`src/rtl/display_bcd_sequencer.sv`:
```
// 7-segment decimal display front end: signed write -> iterative double-dabble
// BCD conversion, with a held display register updated atomically on completion.
module display_bcd_sequencer #(
  parameter int WIDTH         = 32,
  parameter int DIGITS        = 10,
  parameter int BLANK_LEADING = 1
) (
  input  logic                      clk,
  input  logic                      rst,
  input  logic                      wr_en,
  input  logic [WIDTH-1:0]          wr_data,
  output logic                      busy,
  output logic                      done,
  output logic [7*(DIGITS+1)-1:0]   seg,
  output logic                      dot
);

  localparam int BW = 4 * DIGITS;
  localparam int CW = $clog2(WIDTH + 1);

  typedef enum logic [1:0] {S_IDLE, S_SHIFT, S_DONE} state_t;

  state_t          state;
  logic [WIDTH-1:0] bin;
  logic [BW-1:0]    work_bcd;
  logic [BW-1:0]    adj;
  logic             neg_work;
  logic [CW-1:0]    cnt;
  logic             pend_valid;
  logic [WIDTH-1:0] pend_data;
  logic [WIDTH-1:0] start_val;
  logic [BW-1:0]    display_bcd;
  logic             display_neg;
  logic [3:0]       nib;
  logic             upper_zero;

  function automatic logic [WIDTH-1:0] magnitude(input logic [WIDTH-1:0] v);
    return v[WIDTH-1] ? (~v + WIDTH'(1)) : v;
  endfunction

  function automatic logic [6:0] digit_pat(input logic [3:0] d);
    case (d)
      4'd0:    return 7'h3F;
      4'd1:    return 7'h06;
      4'd2:    return 7'h5B;
      4'd3:    return 7'h4F;
      4'd4:    return 7'h66;
      4'd5:    return 7'h6D;
      4'd6:    return 7'h7D;
      4'd7:    return 7'h07;
      4'd8:    return 7'h7F;
      4'd9:    return 7'h6F;
      default: return 7'h00;
    endcase
  endfunction

  // A live write takes priority over the buffered one (newest wins).
  assign start_val = wr_en ? wr_data : pend_data;

  always_comb begin
    adj = work_bcd;
    for (int unsigned i = 0; i < DIGITS; i++) begin
      if (work_bcd[4*i +: 4] >= 4'd5)
        adj[4*i +: 4] = work_bcd[4*i +: 4] + 4'd3;
    end
  end

  always_ff @(posedge clk) begin
    if (rst) begin
      state       <= S_IDLE;
      bin         <= '0;
      work_bcd    <= '0;
      neg_work    <= 1'b0;
      cnt         <= '0;
      busy        <= 1'b0;
      done        <= 1'b0;
      pend_valid  <= 1'b0;
      pend_data   <= '0;
      display_bcd <= '0;
      display_neg <= 1'b0;
    end else begin
      done <= 1'b0;
      case (state)
        S_IDLE: begin
          if (wr_en || pend_valid) begin
            bin        <= magnitude(start_val);
            neg_work   <= start_val[WIDTH-1];
            work_bcd   <= '0;
            cnt        <= '0;
            busy       <= 1'b1;
            pend_valid <= 1'b0;
            state      <= S_SHIFT;
          end
        end
        S_SHIFT: begin
          {work_bcd, bin} <= {adj[BW-2:0], bin, 1'b0};
          cnt <= cnt + CW'(1);
          if (cnt == CW'(WIDTH - 1))
            state <= S_DONE;
          if (wr_en) begin
            pend_data  <= wr_data;
            pend_valid <= 1'b1;
          end
        end
        S_DONE: begin
          display_bcd <= work_bcd;
          display_neg <= neg_work;
          done        <= 1'b1;
          busy        <= 1'b0;
          state       <= S_IDLE;
          if (wr_en) begin
            pend_data  <= wr_data;
            pend_valid <= 1'b1;
          end
        end
        default: state <= S_IDLE;
      endcase
    end
  end

  // Scan from the top digit down so a digit blanks only while everything above it is zero.
  always_comb begin
    seg        = '1;
    nib        = '0;
    upper_zero = 1'b1;
    for (int unsigned k = 0; k < DIGITS; k++) begin
      nib        = display_bcd[4*(DIGITS-1-k) +: 4];
      upper_zero = upper_zero && (nib == 4'd0);
      if (BLANK_LEADING != 0 && upper_zero && k != DIGITS - 1)
        seg[7*(DIGITS-1-k) +: 7] = 7'h7F;
      else
        seg[7*(DIGITS-1-k) +: 7] = ~digit_pat(nib);
    end
    seg[7*DIGITS +: 7] = (display_neg && (|display_bcd)) ? ~7'h40 : 7'h7F;
  end

  assign dot = 1'b1;

endmodule

```
`config.mk`:
```
export PLATFORM = sky130hd
export DESIGN_NAME = display_bcd_sequencer
export DESIGN_NICKNAME = d
export VERILOG_FILES = /design/src/rtl/display_bcd_sequencer.sv
export SDC_FILE = /design/constraint.sdc
export NUM_CORES = 1
export LEC_CHECK = 0
export ABC_CLOCK_PERIOD_IN_PS = 3300
export CAP_MARGIN = 20
export CELL_PAD_IN_SITES_DETAIL_PLACEMENT = 1
export CELL_PAD_IN_SITES_GLOBAL_PLACEMENT = 1
export CORE_ASPECT_RATIO = 1.2
export CORE_MARGIN = 5
export CORE_UTILIZATION = 39
export DETAILED_ROUTE_END_ITERATION = 10
export PLACE_DENSITY_LB_ADDON = 0.1
export SYNTH_ARGS = -nofsm -noshare
export SYNTH_HDL_FRONTEND = slang
export SYNTH_SLANG_ARGS = --single-unit
```
`constraint.sdc`:
```
create_clock -name clk -period 3.3 [get_ports clk]
set_clock_uncertainty 0.15 [all_clocks]
set_input_delay 0.66 -clock clk [delete_from_list [all_inputs] [get_ports clk]]
set_output_delay 0.66 -clock clk [all_outputs]
set_load 0.05 [all_outputs]
```
==> qor.yml, run 1 <==
status:
  outcome: "complete, but fails checks"
  failed_checks: "setup timing"
logic_synthesis:
  async_reset_ff_share_pct: 0
  synth_most_common_cell: "dfxtp_1"
  netlist-cell-type-count: 56
  synth_compound_area_share_pct: 17.2
  ys_warn_count: 0
  yosys.area.top_type: "dfxtp_1"
  synth_common_cells: "dfxtp_1, nor2_1, nand2_1"
  synth_flop_cell: "dfxtp_1"
  synth.mux.area_fraction_pct: 6.32
  synth-xor-area-share_pct: 4.45
  synthCells: 1428
  avgSynthCellArea_um2: 8.27
  ys_seq_area_share_pct: 38.5
  synth_fa_ha_area_share_pct: 9.11
  ys_ff_latch: 227
  synth_top_family_by_area: "simple AND/OR/NAND/NOR gates"
  synth_edf_count: 0
  synth_top_area_share_pct: 38.5
  synth_area_um2: 11800
  synth-simple-area-share_pct: 18.9
  synth_area_leaders: "dfxtp_1, ha_1, nor2_1"
global_routing:
  grt_pass1_wl_um: 51100
  antenna_found_initial: 0
  grt_usage_pct: 17.5
  grt_overflow_total: 0
  grt_start_max_net_pins: 49
  grt_pass1_vias: 10600
cts:
  clock_sinks: 227
  cts_inserted_buffers: 26
  cts.hold.buffers_added: 0
  cts-root-buf: "clkbuf_16"
  clk_pin_slew_ns: 0.06
  clock_latency_ns: 0.52
  cts_tree: "built"
  clock_path_buffers: 3
  h-tree-depth: 1
worst_setup_path:
  r2r_slack_ns: 0.50
  r2r_cells: 9
  crit_path_max_fanout: 8
  crit_path_end_kind: "primary output"
  critPathLaunchType: "flop"
  arrival_ns: 2.72
  crit_required_ns: 2.49
  worstSetupPathType: "reg2out"
timing:
  finalHoldViolCount: 0
  setup_slack_ns: -0.226
  drv_slew: 0
  fin_crit_sh_pct: 107
  fin_crit_ns: 3.53
  clock.fmax_mhz: 284
  finalSetupViolCount: 29
  rsz0062_at_grt: "yes"
  worst_pin_slew_ns: 1.06
  slew_headroom_pct: 28.9
place:
  numPortBuffers: 107
  gp_congestion: 0.816
  dp_hpwl_um: 22000
  pre_cts_ws_ns: 0.0249
  dp_cells: 1882
power:
  power_density_nw_per_um2: 569
  finalPower_mw: 8.44
  p_leak_nw: 5.65
  irDropWorstVdd_v: 0.000318
layout:
  fillers: 3494
  final_util_pct: 49.8
  seqCellArea_um2: 4550
  area.growth.synth_to_final_pct: 25.6
  fin_nets: 1645
  drive_gt1_share_pct: 12.8
  fin_cells: 1932
  diodes: 0
  multiInputGateArea_um2: 6790
die:
  start_util_pct: 39.6
  dieWidth_um: 169
  die_area_um2: 33900
  rows: 69
  io_pins: 115
  fp.coreArea_um2: 29800
  die_h_um: 201
detailed_routing:
  via_count: 10100
  drt_iter0_drc: 450
  detail-route-antenna-nets: 0
  route.detailed.drc: 0
  avgRoutedWirePerCell_um: 15.9
  drt-total-wl_um: 30700
  dr.pass1.iters: 6
  avgViaCountPerCell: 5.24
flow_run:
  maxCapViolations: 0
hold_path:
  hold_depth: 2
  hold_class: "reg2reg"
critical path, cell delays in order (launching register included):
cell and delay, ns:
dfxtp_2 0.32, or4_4 0.54, nand4bb_1 0.21, buf_6 0.16, nand3b_4 0.16, nand3b_4 0.22
nand2b_4 0.25, o21ai_4 0.18, buf_12 0.15
timing repair:
item,in CTS,in global routing
pin swaps,4,5
endpoints found under the setup margin,29,42
buffers inserted,1,3
resized for setup,7,34
hold endpoints to repair,0,0
cell usage in the layout (no fill, tap or decap), drive strengths merged, types with 2 or more instances in the layout:
cell type,n
a211oi,13
a21oi,92
a222oi,8
a22oi,64
a31oi,3
a41oi,2
buf,100
clkbuf,42
clkdlybuf4s50,44
clkinv,13
conb,7
dfxtp,227
dlymetal6s2s,4
ha,86
inv,53
mux2i,73
nand2,168
nand2b,18
nand3,13
nand3b,3
nand4,2
nor2,217
nor2b,4
nor3,29
nor3b,8
nor4,16
nor4b,4
o21ai,78
o22ai,54
o31ai,5
o32ai,3
or2,13
or3,2
or4,4
xnor2,33
xor2,27
cells by family after synthesis:
kind of cell	count (synthesis)
flops	227
mux	74
xor+xnor	60
compound gates	328
simple gates	503
other cells	1
fa+ha+maj	86
buf+inv	149
through the flow:
stage	TNS, ns	hold slack [ns]	instance area, µm²
finish	-4.25	0.326	14800
global route	-7.82	0.350	14800
CTS	-5.17	0.326	14700
detailed placement	0	0.318	13800
global placement	0	0.316	13800
floorplan	0	0.299	11800
layout make-up:
type,instances,area share [%]
multi-input combinational,1058,45.8
sequential,227,30.7
timing repair buffer,148,13.0
clock buffer,42,5.48
tap,390,3.29
inverter,63,1.60
clock inverter,4,0.152
per-layer routing:
layer | part of all wire (%) | GRT usage, % | up-vias
li1 | - | - | 5103
met1 | 42 | 19.7 | 4865
met2 | 54 | 34.6 | 116
met3 | 2.8 | 2.11 | 35
met4 | 1.4 | 3.51 | 0
met5 | 0 | 0 | -
report_power, final:
group	total, mW	switching (mW)	internal (mW)
logic	2.41	1.56	0.849
clock network	2.80	1.13	1.67
registers	3.23	0.208	3.02
worst paths after layout:
| path | startpoint | end |
|---|---|---|
| setup / recovery | display_bcd[36]$_SDFFE_PP0P_ | seg[76] |
| hold / removal | pend_data[2]$_SDFFE_PP0P_ | pend_data[2]$_SDFFE_PP0P_ |
| setup reg to reg | state[0]$_SDFFE_PP0P_ | flop |
| hold reg to reg | pend_data[2]$_SDFFE_PP0P_ | pend_data[2]$_SDFFE_PP0P_ |
Note: power is estimated with default switching activity, not from simulation.
==> run 2: changes to the inputs <==
CAP_MARGIN = 40   (was 20)
==> run 2 against run 1 <==
Net effect:
- the run still ends with setup timing left
- sequential share of layout area rose by 0.056 points
- count of clock-buffer cells in the layout is 2 lower
- via count hardly changed
- sequential cell count stayed put
- setup slack improved by 0.063 ns
- die area did not move
- utilization down 0.11 points
- final cell count hardly changed
- power increased by 0.75%
- global-route usage is 0.11 points higher
- combinational power hardly changed
- largest cell class unchanged
==> qor.yml, run 2 (synthesis gave the netlist of run 1 again) <==
power:
  irDropWorstVdd_v: 0.000386  # +21%
  p_leak_nw: 5.64  # -0.23%
  power_density_nw_per_um2: 575  # +0.97%
  seqPwrFrac_pct: 37.9  # -0.3 points
  p_switching_mw: 2.89  # -0.42%
  p_int_mw: 5.61  # +1.4%
  switching_share_pct: 34.0  # -0.40 points
  share_comb_of_total_power_pct: 28.6  # about the same
  clockPowerShare_pct: 33.5  # +0.3 points
cts:
  h-tree-depth: 1  # unchanged
  clk_pin_slew_ns: 0.06  # about the same
  clock_latency_ns: 0.52  # about the same
  cts_tree: "built"
  clock_sinks: 227  # unchanged
  cts-root-buf: "clkbuf_16"
  cts.hold.buffers_added: 0  # unchanged
  cts_inserted_buffers: 25  # -3.8%
  clock_path_buffers: 3  # unchanged
layout:
  area.growth.synth_to_final_pct: 25.3
  final_common_cell: "dfxtp_1"
  layout_common_cells: "dfxtp_1, nor2_1, nand2_1"
  fin_cells: 1931  # -0.052%
  drive_gt1_share_pct: 12.5  # -0.25 points
  fin_nets: 1645  # unchanged
  diodes: 0  # unchanged
place:
  dp_cells: 1883  # +0.053%
  dp_hpwl_um: 22100  # +0.48%
  numPortBuffers: 107  # unchanged
  gp_congestion: 0.816  # unchanged
die:
  fp.coreArea_um2: 29800  # unchanged
  io_pins: 115  # unchanged
  start_util_pct: 39.6  # unchanged
  dieWidth_um: 169  # unchanged
  die_area_um2: 33900  # unchanged
  die_h_um: 201  # unchanged
  rows: 69  # unchanged
detailed_routing:
  detail-route-antenna-nets: 0  # unchanged
  met1Wirelength_um: 12800  # about the same
  route.detailed.drc: 0  # unchanged
  avgViaCountPerCell: 5.24  # +0.10%
  drt-total-wl_um: 30700  # -0.11%
  dr.pass1.iters: 5  # -1
  wl_met2_um: 16500  # -0.65%
  via_count: 10100  # +0.049%
  avgRoutedWirePerCell_um: 15.9  # about the same
  drt_iter0_drc: 465  # +3.3%
  top_layer: "met4"
  wl_met3_um: 926  # +6.7%
worst_setup_path:
  crit_path_end_kind: "primary output"
  slowest_stage: "or4_4"
  arrival_ns: 2.65  # -0.07 ns
  critPathLaunchType: "flop"
  cpMostUsedCell: "nand3b_4"
  crit_required_ns: 2.49  # about the same
  worstSetupPathType: "reg2out"
  worstPathCellList: "or4_4 -> nand4bb_4 -> nand3b_4 -> nand3b_4 -> nand2b_4 -> o21ai_4 -> buf_12"
  crit_path_max_fanout: 8  # unchanged
  critPathMaxStageDelay_ns: 0.53  # about the same
timing:
  clock.fmax_mhz: 289  # +1.8%
  worst_pin_slew_ns: 0.890  # -0.166 ns
  finalHoldViolCount: 0  # unchanged
  drv_slew: 0  # unchanged
  slew_headroom_pct: 40.1  # +11 points
  setup_slack_ns: -0.163  # +0.0634 ns
  rsz0062_at_grt: "yes"
  fin_crit_sh_pct: 105  # -1.9 points
  finalSetupViolCount: 29  # unchanged
  holdWs_ns: 0.321  # -0.00483 ns
  fin_crit_ns: 3.46  # -0.0634 ns
global_routing:
  grt_overflow_total: 0  # unchanged
  grt_pass1_vias: 10600  # +0.10%
  grt_start_max_net_pins: 49  # unchanged
  antenna_found_initial: 0  # unchanged
  grt_usage_pct: 17.6  # +0.11 points
  grt_pass1_wl_um: 51300  # +0.51%
status:
  failed_checks: "setup timing"
  outcome: "complete, but fails checks"
flow_run:
  maxCapViolations: 0  # unchanged
hold_path:
  hold_class: "reg2reg"
-- run 2: cell count changes in the layout (fill, tap and decap cells not counted), sizes merged --
cell and change:
clkbuf -2, clkdlybuf4s50 +2, buf +1, bufinv +2, dlymetal6s2s -2, clkinv -1
clkinvlp -1
-- run 2: power by group through the flow --
stage                     registers, mW  clock network, mW  logic [mW]
after global routing               3.26               3.04        2.70
final                              3.22               2.84        2.43
after floorplan                    3.24                  0        1.67
after CTS                          3.22               2.93        2.47
after detailed placement           3.28                  0        2.47
after global placement             3.27                  0        2.40
-- run 2: path summary, 6_finish.rpt --
| kind | startpoint | endpoint | slack (ns) | cells after the start |
|---|---|---|---|---|
| worst max register to register | state[0]$_SDFFE_PP0P_ | flop | 0.48 | 9 |
| worst min register to register | pend_data[2]$_SDFFE_PP0P_ | pend_data[2]$_SDFFE_PP0P_ | 0.32 | 2 |
| worst min-delay path | pend_data[2]$_SDFFE_PP0P_ | pend_data[2]$_SDFFE_PP0P_ | 0.32 | 2 |
| worst max-delay path | display_bcd[32]$_SDFFE_PP0P_ | seg[76] | -0.16 | 7 |
-- run 2: critical path: cells and delay by family (launching register included) --
family / cells / cell delay (ns)
AOI/OAI and AO/OA: 1 / 0.20
buffers and inverters: 1 / 0.15
DFF: 1 / 0.32
and+or+nand+nor: 5 / 1.46
-- run 2: cell type report --
type	instances	area [µm²]
multi-input cells	1058	6760
fillers	3498	15000
inverters	63	236
well taps	390	488
clock inverters	4	70.1
clock buffers	40	762
repair buffers	149	1930
flip-flops and latches	227	4550
-- run 2: what timing repair did --
item,in CTS,in global routing
setup buffers,3,1
gates cloned,1,0
pin swaps,6,8
endpoints found under the setup margin,29,36
resized for setup,10,17
-- run 2: layer usage --
| metal | track usage, % | vias to the layer above |
|---|---|---|
| li1 | - | 5096 |
| met1 | 20.1 | 4872 |
| met2 | 34.6 | 128 |
| met3 | 2.05 | 28 |
| met4 | 3.45 | 0 |
| met5 | 0 | - |
-- run 2: stage by stage --
stage                     setup slack, ns  utilization (%)  power (mW)  cell area (µm²)  setup TNS [ns]
final                              -0.163             49.7        8.50            14800           -3.11
after global placement             0.0629             46.4        5.68            13800               0
after floorplan                    0.0175                -        4.91            11800               0
after CTS                          -0.273             49.5        8.63            14800           -5.90
after detailed placement           0.0317             46.5        5.75            13800               0
after global routing               -0.277             49.7        8.99            14800           -6.35
==> run 3: changes to the inputs <==
CTS_CLUSTER_SIZE = 24   (was unset)
==> results of run 3 <==
Final layout, timing and power as in run 2 (identical DEF).
